==> src/rtl/serial_adder.sv <==
// Bit-serial W-bit adder: one full adder, LSB first, with start/busy/done handshake.
// Define SERIAL_ADDER_OVF_EN to add a registered signed-overflow output 'ovf'.

module fa (
  output logic sum,
  output logic carry,
  input  logic a,
  input  logic b,
  input  logic c_in
);
  assign sum   = a ^ b ^ c_in;
  assign carry = (a & b) | (a & c_in) | (b & c_in);
endmodule

module serial_adder #(
  parameter int W = 8
) (
  input  logic         clk,
  input  logic         rst_n,
  input  logic         start,
  input  logic [W-1:0] a,
  input  logic [W-1:0] b,
  input  logic         c_in,
  output logic [W-1:0] sum,
  output logic         c_out,
  output logic         busy,
`ifdef SERIAL_ADDER_OVF_EN
  output logic         ovf,
`endif
  output logic         done
);

  localparam int CW = $clog2(W);
  localparam logic [CW-1:0] LAST = CW'(W - 1);

  typedef enum logic [1:0] {IDLE, RUN, DONE} state_t;

  state_t         state_q, state_d;
  logic [W-1:0]   sa_q, sa_d;
  logic [W-1:0]   sb_q, sb_d;
  // Only W-1 bits are stored; the last sum bit comes straight from the adder at completion.
  logic [W-2:0]   sr_q, sr_d;
  logic           cr_q, cr_d;
  logic [CW-1:0]  cnt_q, cnt_d;
  logic [W-1:0]   sum_q, sum_d;
  logic           cout_q, cout_d;
  logic           busy_q, busy_d;
  logic           done_q, done_d;
`ifdef SERIAL_ADDER_OVF_EN
  logic           ovf_q, ovf_d;
`endif

  logic faSum;
  logic faCarry;

  fa u_fa (faSum, faCarry, sa_q[0], sb_q[0], cr_q);

  always_ff @(posedge clk or negedge rst_n) begin
    if (!rst_n) begin
      state_q <= IDLE;
      sa_q    <= '0;
      sb_q    <= '0;
      sr_q    <= '0;
      cr_q    <= 1'b0;
      cnt_q   <= '0;
      sum_q   <= '0;
      cout_q  <= 1'b0;
      busy_q  <= 1'b0;
      done_q  <= 1'b0;
`ifdef SERIAL_ADDER_OVF_EN
      ovf_q   <= 1'b0;
`endif
    end else begin
      state_q <= state_d;
      sa_q    <= sa_d;
      sb_q    <= sb_d;
      sr_q    <= sr_d;
      cr_q    <= cr_d;
      cnt_q   <= cnt_d;
      sum_q   <= sum_d;
      cout_q  <= cout_d;
      busy_q  <= busy_d;
      done_q  <= done_d;
`ifdef SERIAL_ADDER_OVF_EN
      ovf_q   <= ovf_d;
`endif
    end
  end

  always_comb begin
    state_d = state_q;
    sa_d    = sa_q;
    sb_d    = sb_q;
    sr_d    = sr_q;
    cr_d    = cr_q;
    cnt_d   = cnt_q;
    sum_d   = sum_q;
    cout_d  = cout_q;
    busy_d  = busy_q;
    done_d  = 1'b0;
`ifdef SERIAL_ADDER_OVF_EN
    ovf_d   = ovf_q;
`endif

    unique case (state_q)
      IDLE: begin
        if (start) begin
          sa_d    = a;
          sb_d    = b;
          cr_d    = c_in;
          cnt_d   = '0;
          busy_d  = 1'b1;
          state_d = RUN;
        end
      end
      RUN: begin
        sa_d = sa_q >> 1;
        sb_d = sb_q >> 1;
        cr_d = faCarry;
        if (W > 2) sr_d = {faSum, sr_q[W-2:1]};
        else       sr_d = faSum;
        if (cnt_q == LAST) begin
          sum_d   = {faSum, sr_q};
          cout_d  = faCarry;
          busy_d  = 1'b0;
          done_d  = 1'b1;
          state_d = DONE;
`ifdef SERIAL_ADDER_OVF_EN
          // cr_q is the carry into the MSB during the final bit.
          ovf_d   = cr_q ^ faCarry;
`endif
        end else begin
          cnt_d = cnt_q + 1'b1;
        end
      end
      DONE: begin
        state_d = IDLE;
      end
      default: begin
        state_d = IDLE;
        busy_d  = 1'b0;
      end
    endcase
  end

  assign sum   = sum_q;
  assign c_out = cout_q;
  assign busy  = busy_q;
  assign done  = done_q;
`ifdef SERIAL_ADDER_OVF_EN
  assign ovf   = ovf_q;
`endif

endmodule

==> config.mk <==
export PLATFORM = sky130hd
export DESIGN_NAME = serial_adder
export DESIGN_NICKNAME = d
export VERILOG_FILES = /design/src/rtl/serial_adder.sv
export SDC_FILE = /design/constraint.sdc
export NUM_CORES = 1
export LEC_CHECK = 0
export BUFFER_PORTS_ARGS = -buffer_cell sky130_fd_sc_hd__buf_2
export CAP_MARGIN = 25
export CORE_AREA = 5 5 67 69
export DETAILED_ROUTE_END_ITERATION = 8
export DIE_AREA = 0 0 72 74
export GPL_ROUTABILITY_DRIVEN = 0
export GPL_TIMING_DRIVEN = 0
export PLACE_DENSITY = 0.74
export SYNTH_ARGS = -nofsm -noshare
export SYNTH_HDL_FRONTEND = slang
export SYNTH_SLANG_ARGS = --single-unit
export TNS_END_PERCENT = 5
==> constraint.sdc <==
create_clock -name clk -period 1.3 [get_ports clk]
set_input_delay 0.065 -clock clk [delete_from_list [all_inputs] [get_ports clk]]
set_output_delay 0.065 -clock clk [all_outputs]
set_load 0.05 [all_outputs]
After elaboration in Yosys (flattened, before gate mapping)

Cells that the tools add are included.
Widths: inputs -> output; s select.

Bitwise logic cells: 8
Add/subtract/negate cells: 1
Reduce and logical (&&, ||, !) cells: 7
Equality and inequality tests: 6
Mux-type cells: 17

Operators by type and width:

| kind                | number |
|---|---|
| $pmux 8 s2          | 2 |
| $mux 8              | 2 |
| $mux 3              | 2 |
| $ne 2x2->1 const B  | 3 |
| $pmux 3 s2          | 1 |
| $reduce_and 2->1    | 3 |
| $reduce_and 3->1    | 2 |
| $mux 1              | 5 |
| $mux 2              | 2 |
| $pmux 2 s2          | 1 |
| $add 3x1->3 const B | 1 |
| $and 1x1->1         | 3 |
| $eq 3x3->1 const B  | 1 |
| $pmux 1 s3          | 1 |
| $eq 2x1->1 const B  | 1 |
| $eq 2x2->1 const B  | 1 |
| $logic_not 2->1     | 1 |
| $or 1x1->1          | 2 |
| $pmux 1 s2          | 1 |
| $reduce_bool 2->1   | 1 |
| $xor 1x1->1         | 2 |
| $not 1->1           | 1 |

Register bits: 40
Word-level logic and storage cells: 49
Output and inout port bits: 11
Bits of input ports: 20

Longest topological paths before layout

Depth after elaboration: 4
Depth in mapped cells: 5
Depth with buffers taken out: 5

Hierarchy

From an unflattened synthesis, not the netlist that was laid out.

Cell total of the unflattened synthesis: 153
Area total of the unflattened synthesis: 1766.7 µm²

By module, submodules not included:

| module       | cells each | sequential area each (µm²) | area each (µm²) | instances |
|---|---|---|---|---|
| serial_adder | 152        | 1001.0                     | 1746.7          | 1 |
| fa           | 1          | 0.0                        | 20.0            | 1 |

Least setup slack after synthesis

Ideal clock, no wire load.

Path kind: reg-to-reg
From: register cnt_q[0]
To: register cnt_q[0]
Period minus slack after synthesis: 1453 ps
Setup time: 121 ps
Arrival time: 1332 ps
Path buffers: 0
Data required time: 1179 ps
Setup slack: -153 ps
Cell stages (with the launch flop): 6
Cells stage by stage: dfrtp_1 > ha_1 > ha_1 > nor2_1 > mux2_2 > a22o_1

Longest elaborated chain between the ends: 3
Elaborated cells between the ends (all ways): 6
Those cells by class: add/sub (1); eq/ne (2); mux (2); reduce/logical (1)

Ends and longest elaborated chain:

| item                                           | line     | source |
|---|---|---|
| start, declared                                | 44       | `logic [CW-1:0] cnt_q, cnt_d;` |
| start signal, assigned                         | 79       | `cnt_q <= cnt_d;` |
| $add 3x1->3 or $eq 3x3->1 (tied branches)      | 133, 122 |  |
| $mux 3 or $ne 2x2->1 (tied branches)           | --       |  |
| $pmux 3 s2 or $reduce_and 3->1 (tied branches) | --       |  |

Parallel ways exist; a longest one is shown, timed or not. The select of a mux whose other input is x is not followed.
A chain may end at the register's enable or synchronous reset.

Worst setup path in the final report

Ends and elaborated chain as after synthesis.

==> impl_metrics.py <==
metrics = {
    "critical_path": {
        "start_kind": "register",
        "path_class": "register to register",
        "slowest_stage": "dfrtp_1",
        "required_ns": 1.48,
        "crit_chain": "ha_2, ha_4, nor2_4, mux2_2, a22o_1",
        "crit_path_end_kind": "register",
        "cp_max_fo": 6,
        "max_stage_delay_ns": 0.37,
        "arrival_ns": 1.56,
    },
    "synthesis": {
        "ys_seq_area_frac": 0.5590,
        "postSynthCellCount": 146,
        "synth_area_leaders": "dfrtp_1 56%, o221a_2 8.2%, mux2_4 7.5%, nand3b_1 5.5%, nand2_1 5.0%",
        "ys_ff_latch": 40,
        "yosysMostFrequentCell": "dfrtp_1",
        "ys_top_cells_by_count": "40 x dfrtp_1, 24 x nand2_1, 13 x nand3b_1, 13 x o221a_2, 9 x mux2_4",
        "syn-cell-area_mm2": 0.001790,
        "syn_avg_cell_area_um2": 12.26,
        "synth_edf_count": 0,
        "synth-main-ff-cell": "dfrtp_1",
        "ys_warn_count": 0,
        "synth_nets": 169,
        "yosysTopAreaCell": "dfrtp_1",
        "synth_top_area_frac": 0.5590,
        "async_reset_ff_frac": 1.000,
        "synth_cell_types": 28,
    },
    "sta": {
        "setup_violations": 15,
        "drv_slew": 0,
        "whs_ns": 0.004442,
        "fin_setup_tns_ns": -0.8064,
        "fin_worst_skew_ns": 0.004219,
        "finalCritPeriodShare": 1.058,
        "setup_ws_ns": -0.07526,
        "finalCriticalPeriod_ns": 1.375,
        "tightest_slew_ns": 0.8720,
        "clock.fmax_mhz": 727.1,
        "slew_headroom": 0.4186,
        "finalHoldViolCount": 0,
        "rsz0062_at_grt": "yes",
    },
    "layout": {
        "register_area_mm2": 0.001003,
        "drive_gt1_frac": 0.4492,
        "fill_cells": 331,
        "stdcell_area_mm2": 0.002212,
        "area_growth_pct": 23.55,
        "antenna_cells": 0,
        "multi_input_area_um2": 762.0,
        "layout.nets": 209,
    },
    "power": {
        "p_int_mw": 3.646,
        "pwr-share-comb": 0.436,
        "power_frac_clock": 0.191,
        "vdd_drop_max_uv": 912.5,
        "power_density_mw_per_mm2": 2642,
        "p_switching_mw": 2.198,
        "swShare": 0.3761,
        "pwr-share-seq": 0.373,
        "p_leak_nw": 1.076,
        "total_power_mw": 5.844,
    },
    "drt": {
        "routed_via_density": 5.236,
        "dr_wl_met3_um": 170,
        "post_drt_wl_per_cell_um": 15.35,
        "drt-met1-wl_um": 1576,
        "first_pass_iters": 4,
        "vias": 1241,
        "dr.max_layer_used": "met4",
        "drc_errors": 0,
        "ant_nets": 0,
        "wl_met2_um": 1847,
        "dr.first_iter.drc_count": 62,
        "routed_wl_um": 3638,
    },
    "clocking": {
        "cts_tree": "yes",
        "clkLatencyLatePin_ns": 0.29,
        "cts.sinks": 40,
        "clkTransAtPathRegs_ns": 0.08,
        "max-clock-path-buffers": 2,
        "clockRootBuffer": "clkbuf_8",
        "numCtsBuffers": 5,
        "htreeDepth": 2,
    },
    "global_route": {
        "antenna_found_initial": 0,
        "grt_pass1_vias": 1308,
        "grt_max_degree": 41,
        "grt_first_pass_wirelength_um": 6134,
        "grt.overflow.total": 0,
        "grt_use_total": 0.1488,
    },
    "die": {
        "core-area_mm2": 0.003856,
        "die_h_um": 74,
        "chipWidth_um": 72,
        "start_util": 0.4643,
        "io_pins": 31,
        "die_area_mm2": 0.005328,
        "core.rowCount": 23,
    },
    "placement": {
        "dpl_worst_slack_ns": -0.1117,
        "place_area_mm2": 0.002018,
        "port_buffers": 29,
        "hpwl_um": 2537,
    },
    "run_status": {
        "violations": "negative setup slack",
        "status": "finished with violations",
    },
    "worst_hold_path": {
        "hold_class": "input port to register",
    },
    "flow_run": {
        "drv_cap": 0,
    },
}
layout by cell type (no fill, tap or decap), drive strengths merged:
cell         Yosys  layout
dfrtp           40      40
buf              7      39
nand2           25      25
nand3b          13      13
o221a           13      13
mux2            10      10
clkbuf           2       9
nor2             7       7
a22o             5       5
o21ai            4       4
inv              4       4
nand2b           2       2
nor3             2       2
a211oi           2       2
nor2b            2       2
ha               2       2
o21ba            1       1
or2              1       1
a21oi            1       1
a21boi           1       1
o22ai            1       1
fa               1       1
bufinv           0       1
dlygate4sd3      0       1
layout make-up:
class	count	area share
Sequential cell	40	0.4536
Multi-Input combinational cell	93	0.3445
Timing Repair Buffer	33	0.08032
Clock buffer	7	0.04355
Buffer	9	0.02828
Tap cell	50	0.02828
Clock inverter	1	0.01357
Inverter	4	0.007919
metrics by stage:
stage / instances / utilization
4_1_cts: 237 / 0.5672
6_report: 237 / 0.5737
5_1_grt: 237 / 0.5737
2_1_floorplan: 146 / -
3_5_place_dp: 225 / 0.5234
3_3_place_gp: 225 / 0.5234
cell families (layout without fill, tap and decap cells):
logic type	Yosys count	after routing	share of synthesized area
flip-flops	40	40	0.5590
AND/OR/NAND/NOR	52	52	0.1551
multiplexers	10	10	0.08176
buffers and inverters	13	54	0.03704
AO/OA/AOI/OAI	28	28	0.1419
adder cells (fa/ha/maj)	3	3	0.02516
critical path: cells and delay by family, from the launching register on:
kind / cells / cell delay [ns]
DFF: 1 / 0.37
and+or+nand+nor: 1 / 0.05
adders and majority gates: 2 / 0.42
AOI/OAI and AO/OA: 1 / 0.18
muxes: 1 / 0.26
worst paths after layout:
path | cells after the start | from | to | slack (ns)
setup reg to reg | 5 | cnt_q[0] | cnt_q[0] | -0.08
hold reg to reg | 2 | sr_q[0] | sr_q[0] | 0.49
min in group asynchronous | 2 | rst_n | sum[0] | 0.42
hold / removal | 3 | b[7] | sb_q[7] | 0.004
setup / recovery | 5 | cnt_q[0] | cnt_q[0] | -0.08
max in group asynchronous | 2 | rst_n | state_q[0] | 0.28
state kept, by name, summed over array words and instances (netlist names):
register and cells:
cr_q 1, c_out 1, cnt_q 3, busy 1, done 1, sa_q 8
sr_q 7, sum 8, sb_q 8, state_q 2
metal layers:
layer | track usage | vias to the layer above
li1 | - | 604
met1 | 0.1839 | 602
met2 | 0.2520 | 30
met3 | 0.03514 | 5
met4 | 0.06263 | 0
met5 | 0 | -
power groups by stage:
stage / logic [mW] / registers [mW] / clock network [mW]
after floorplan: 1.44 / 2.61 / 0
after global placement: 2.33 / 2.16 / 0
after detailed placement: 2.44 / 2.20 / 0
after CTS: 2.51 / 2.18 / 1.14
after global routing: 2.78 / 2.25 / 1.19
final: 2.55 / 2.18 / 1.12
what timing repair did:
action,4_1_cts,5_1_grt
setup buffers,3,0
endpoints found under the setup margin,24,26
resized for setup,5,7
pin swaps,2,2
hold buffers,1,0
endpoints found under the hold margin,40,0
Note: power is estimated with default switching activity, not from simulation.
